[src/rtl/am_insert_tx.sv]
// am_insert_tx: inserts per-lane 40GBASE-R alignment markers with BIP3/BIP7 every GAP_N data blocks
module am_insert_tx #(
  parameter int BLOCK_W = 66,
  parameter int LANE_N  = 4,
  parameter int GAP_N   = 16383
) (
  input  logic                        clk,
  input  logic                        reset,
  input  logic                        valid_i,
  output logic                        ready_o,
  input  logic [LANE_N*BLOCK_W-1:0]   block_i,
  output logic                        valid_o,
  output logic [LANE_N*BLOCK_W-1:0]   block_o,
  output logic                        am_o
);
  localparam int CW = $clog2(GAP_N + 1);
  localparam logic [CW-1:0] GAP_C = CW'(GAP_N);
  localparam logic [95:0] AM_TAB = {24'ha2793d, 24'hc5659b, 24'hf0c4e6, 24'h907647};
  logic [CW-1:0]              cnt_q, cnt_d;
  logic [LANE_N*8-1:0]        bip_q, bip_d;
  logic                       valid_q, valid_d, am_q, am_d;
  logic [LANE_N*BLOCK_W-1:0]  block_q, block_d, out;
  logic                       mark, take;
  function automatic logic [7:0] fold(input logic [BLOCK_W-1:0] b);
    logic [7:0] x;
    x = {3'b0, b[1], b[0], 3'b0};
    for (int k = 0; k < 8; k++) x = x ^ b[8*k+2 +: 8];
    return x;
  endfunction
  function automatic logic [BLOCK_W-1:0] am_blk(input int l, input logic [7:0] p);
    logic [23:0] m;
    m = AM_TAB[(l % 4)*24 +: 24];
    return {~p, ~m[7:0], ~m[15:8], ~m[23:16], p, m[7:0], m[15:8], m[23:16], 2'b10};
  endfunction
  assign ready_o = !reset && !mark;
  assign valid_o = valid_q;
  assign am_o    = am_q;
  assign block_o = block_q;
  // slot decision: marker when cnt is 0, otherwise forward an offered block
  always_comb begin
    mark    = cnt_q == '0;
    take    = !mark && valid_i;
    cnt_d   = mark ? CW'(1) : !take ? cnt_q : cnt_q == GAP_C ? '0 : cnt_q + CW'(1);
    out     = block_i;
    bip_d   = bip_q;
    for (int l = 0; l < LANE_N; l++) begin
      if (mark) out[l*BLOCK_W +: BLOCK_W] = am_blk(l, bip_q[l*8 +: 8]);
      bip_d[l*8 +: 8] = mark ? fold(am_blk(l, bip_q[l*8 +: 8])) :
                        take ? bip_q[l*8 +: 8] ^ fold(block_i[l*BLOCK_W +: BLOCK_W]) :
                        bip_q[l*8 +: 8];
    end
    valid_d = mark || take;
    am_d    = mark;
    block_d = valid_d ? out : block_q;
  end
  // state and registered outputs
  always_ff @(posedge clk) begin
    if (reset) begin
      cnt_q   <= '0;
      bip_q   <= '0;
      valid_q <= 1'b0;
      am_q    <= 1'b0;
      block_q <= '0;
    end else begin
      cnt_q   <= cnt_d;
      bip_q   <= bip_d;
      valid_q <= valid_d;
      am_q    <= am_d;
      block_q <= block_d;
    end
  end
endmodule

[config.mk]
export PLATFORM = sky130hd
export DESIGN_NAME = am_insert_tx
export DESIGN_NICKNAME = d
export VERILOG_FILES = /design/src/rtl/am_insert_tx.sv
export SDC_FILE = /design/constraint.sdc
export NUM_CORES = 1
export LEC_CHECK = 0
export CAP_MARGIN = 5
export CORE_AREA = 2 2 205 207
export CTS_BUF_LIST = sky130_fd_sc_hd__clkbuf_4 sky130_fd_sc_hd__clkbuf_8
export DETAILED_ROUTE_END_ITERATION = 10
export DIE_AREA = 0 0 207 209
export PLACE_DENSITY = 0.66
export SETUP_SLACK_MARGIN = 0.15
export SLEW_MARGIN = 20
export SYNTH_ARGS = -nofsm -noshare
export SYNTH_HDL_FRONTEND = slang
export SYNTH_SLANG_ARGS = --single-unit
[constraint.sdc]
create_clock -name clk -period 1.7 [get_ports clk]
set_clock_uncertainty 0.05 [all_clocks]
set_input_delay 0.34 -clock clk [delete_from_list [all_inputs] [get_ports clk]]
set_output_delay 0.34 -clock clk [all_outputs]
set_load 0.01 [all_outputs]
; Word-level counts from Yosys, hierarchy flattened
; Cells that the tools add are included.
[totals]
inputBits = 267
ff_bits = 312
ram_bits = 0
mem_count = 0
wordCells = 91
latch_bits = 0
out_inout_bits = 267
mem_bits_ro = 0
[op_classes]
div_mod_pow = 0
n_mux = 15
multipliers = 0
bitwise = 60
n_reduce_logical = 8
add_sub_neg = 1
magnitude_cmp = 0
eq_ne = 1
shift = 0
[ops]
columns = cell, n
row1 = $xor A8 B8 Y8, 36
row2 = $mux W66, 4
row3 = $mux W8, 8
row4 = $not A8 Y8, 4
row5 = $xor A5 B8 Y8, 4
row6 = $not A4 Y4, 6
row7 = $not A3 Y3, 6
row8 = $add A14 B1 Y14 const B, 1
row9 = $eq A14 B14 Y1 const B, 1
row10 = $logic_not A14 Y1, 1
row11 = $mux W14, 1
row12 = $not A6 Y6, 2
row13 = $not A5 Y5, 2
row14 = $logic_and A1 B1 Y1, 2
row15 = $logic_not A1 Y1, 2
row16 = $mux W1, 2
row17 = $reduce_bool A2 Y1, 1
row18 = $reduce_or A2 Y1, 1
row19 = $logic_or A1 B1 Y1, 1

; Longest topological paths before layout
[depth]
depth_word = 11
mapped_depth = 9
mapped_depth_nobuf = 8

; Worst setup path after synthesis
; Ideal clock, no wire load.
[synth_path]
kind = register to register
from = register cnt_q[0]
to = register block_q[112], in the netlist block_o[112]
n_path_buf = 2
slack_ps = 15
t_arrival_ps = 1502
period_less_slack_ps = 1685
stages_incl_launch_ff = 8
required_ps = 1518
setup_ps = 132
path_cell_list = dfxtp_1 inv_1 ha_1 nor4b_2 nand4_1 clkbuf_1 clkbuf_1 a21oi_1
[synth_between]
elab_chain_len = 4
elab_cells_between_ends = 5
cone_classes = 1 x mux / 4 x reduce/logical
[synth_lines]
columns = element, line_no
row1 = start: declaration, 19  ; logic [CW-1:0] cnt_q, cnt_d;
row2 = start signal: assignment, 65  ; cnt_q <= cnt_d;
row3 = $logic_not A14 Y1 (*), 41  ; mark = cnt_q == '0;
row4 = $logic_not A1 Y1, 42  ; take = !mark && valid_i;
row5 = $logic_and A1 B1 Y1, 42
row6 = $logic_or A1 B1 Y1, 52  ; valid_d = mark || take;
row7 = end signal: assignment, 69  ; block_q <= block_d;
row8 = end: declaration, 22  ; logic [LANE_N*BLOCK_W-1:0] block_q, block_d, out;
; Every way passes the cells marked *; elsewhere a longest branch is shown, timed or not.
; A chain may end at the register's enable or synchronous reset.

; Final worst setup path
[layout_path]
from = register cnt_q[13]
to = output ready_o
[layout_between]
elab_chain_len = 3
[layout_lines]
columns = element, line_no
row1 = $logic_not A14 Y1, 41
row2 = $logic_not A1 Y1, 35  ; assign ready_o = !reset && !mark;
row3 = $logic_and A1 B1 Y1, 35
row4 = end: declaration, 10  ; output logic ready_o,
; No other way between the ends.

==> results.yml <==
clock_network:
  clk-insertion-delay-late_ns: 0.63
  clock_path_buffers: 3
  cts.sinks: 312
  htreeDepth: 2
  cts_made_buffers: 55
  cts_root_buffer: "clkbuf_8"
  path_clk_slew_ns: 0.05
  cts_tree: "yes"
timing:
  post-route-min-period_ns: 2.23
  maxSlewHeadroom_pct: 35.5
  rsz0062_at_grt: "yes"
  setup_ws_ns: -0.530
  holdWs_ns: 0.213
  max_slew.worst_pin.slew_ns: 0.967
  finalHoldViolations: 0
  fmax_mhz: 448
  min_period_over_period_pct: 131
  setup_viol: 312
  slew_violations: 0
yosys:
  ys_types: 36
  netlist_area_sq_um: 14000
  ys_seq_elements: 312
  avgSynthCellArea_sq_um: 10.0
  synthArstFlopShare_pct: 0
  ys.flop_type: "dfxtp_1"
  synth_common_cells: "dfxtp_1, mux2i_1, nor2_1"
  syn-num-nets: 1662
  synth-edff-count: 0
  ys_top_cells_by_area: "dfxtp_1, mux2i_1, xnor2_1, a21oi_1, nor2_1"
  yosysTopAreaCell: "dfxtp_1"
  yosysTopAreaCellShare_pct: 44.7
  yosysMostFrequentCell: "dfxtp_1"
  yosys_warnings: 0
  syn_inst: 1393
  yosysSeqAreaShare_pct: 44.7
floorplan:
  fp.coreArea_sq_um: 41300
  die_h_um: 209
  die_x_um: 207
  start_util_pct: 33.8
  fp.dieArea_sq_um: 43300
  ios: 534
  rows: 75
global_route:
  grt.overflow.total: 0
  first_global_vias: 13200
  grt_first_pass_wirelength_um: 79100
  grt_max_degree: 172
  grt_usage_pct: 23.6
  antenna_found_initial: 2
placed_design:
  port_buffers: 533
  hpwl_um: 37000
  place_congestion: 0.841
setup_path:
  worstSetupStartpointType: "flop"
  criticalPathCategory: "reg -> out"
  cp_data_required_time_ns: 1.31
  cp.arrival_ns: 1.84
  r2r-start: "cnt_q[13]"
  crit_fanout: 2
  end_kind: "output pin"
  startpoint: "cnt_q[13]"
job:
  drv_cap: 0
status:
  outcome: "complete, but fails checks"
  failed_checks: "setup timing"
detailed_routing:
  route.final.wire_length_um: 53900
  via_count: 12900
  final_antenna_net_count: 0
  post_drt_wl_per_cell_um: 20.1
  drc: 0
  dr.pass1.iters: 7
  vias_per_cell: 4.81
  drt_iter0_markers: 478
power_and_ir_drop:
  leakage_nw: 9.89
  powerDensity_nw_per_um2: 945
  vdd_ir_drop_max_v: 0.000692
  total_power_w: 0.0209
cells_and_area:
  final_util_pct: 53.7
  drive_gt1_share_pct: 33.9
  syn_to_final_growth_pct: 58.7
  nets: 2365
worst_hold_path:
  hold_path_class: "in -> reg"
  min-delay-start: "reset"
cell usage in the layout (no fill, tap or decap), drive strengths merged, types with 2 or more instances in the layout:
cell type and instances:
nand2 10, dfxtp 312, a21oi 162, nor4 6, nor2 184, o21bai 4
inv 6, clkdlybuf4s50 264, clkinv 6, mux2i 232, mux2 32, or3 24
o21ai 24, clkbuf 96, a211oi 32, nand3b 4, and4 2, xnor2 160
nor3 3, xor2 66, buf 462, nand3 6, a31oi 4, diode 2
xnor3 8, ha 2, bufbuf 4, a21bo 4, nand4 4, nand2b 2
worst max-delay path, stage by stage (launching register included):
cell and delay, ns:
dfxtp_2 0.33, nor4_4 0.28, buf_4 0.15, nand4_1 0.15
nand2b_4 0.13, inv_2 0.04, buf_6 0.12
kinds of logic after synthesis:
kind of cell	Yosys count	synth area share (%)
mux	264	19.2
simple gates	249	7.80
buf+inv	99	3.32
xor+xnor	234	15.5
fa+ha+maj	2	0.179
compound gates	233	9.28
flops	312	44.7
what timing repair did:
action | CTS | global route
setup endpoints to repair | 578 | 338
pin swaps | 4 | 1
gates resized for setup | 1263 | 27
hold buffers | 1 | 0
setup buffers | 2 | 11
endpoints found under the hold margin | 1 | 0
gates cloned | 13 | 7
per-stage QoR:
| stage | setup WS (ns) | setup TNS [ns] | cell area, sq um | instances |
|---|---|---|---|---|
| 2_1_floorplan | 0.101 | 0 | 14000 | 1393 |
| 3_3_place_gp | -0.549 | -50.41 | 21000 | 2544 |
| 3_5_place_dp | -0.498 | -47.12 | 21000 | 2544 |
| 4_1_cts | -0.589 | -61.44 | 21800 | 2656 |
| 5_1_grt | -0.643 | -86.97 | 22200 | 2676 |
| 6_report | -0.530 | -56.53 | 22200 | 2676 |
per-layer routing:
metal | global-route usage, % | vias up | part of all wire [%] | wire length (um)
met3 | 6.37 | 105 | 6.9 | 3730
met2 | 40.6 | 478 | 48 | 26100
met5 | 0 | - | 0 | 0
li1 | - | 6227 | - | -
met4 | 9.88 | 0 | 3.4 | 1850
met1 | 27.8 | 6072 | 41 | 22200
sequential cells by signal (all words and copies together) (netlist names):
register  cells
block_o     264
am_o          1
cnt_q        14
bip_q        32
valid_o       1
final timing paths:
path             endpoint  slack, ns  cells past startpoint
max               ready_o      -0.53                      6
min           block_o[59]       0.21                      3
max reg2reg  block_o[147]      -0.36                      8
min reg2reg      bip_q[3]       0.43                      2
layout make-up:
type	count	area (sq um)
fill	3802	19100
multi-input combinational	982	7380
timing repair buffer	739	6610
sequential	312	6360
clock buffer	89	1070
tap	539	674
clock inverter	7	37.5
inverter	6	22.5
antenna	2	5.00
power by group:
| group | internal, W | total (W) | switching [W] |
|---|---|---|---|
| Combinational | 0.00296 | 0.00556 | 0.00260 |
| Sequential | 0.00791 | 0.00824 | 0.000328 |
| Clock | 0.00396 | 0.00714 | 0.00318 |
| Total | 0.0148 | 0.0209 | 0.00610 |
(Power assumes the default switching activity.)
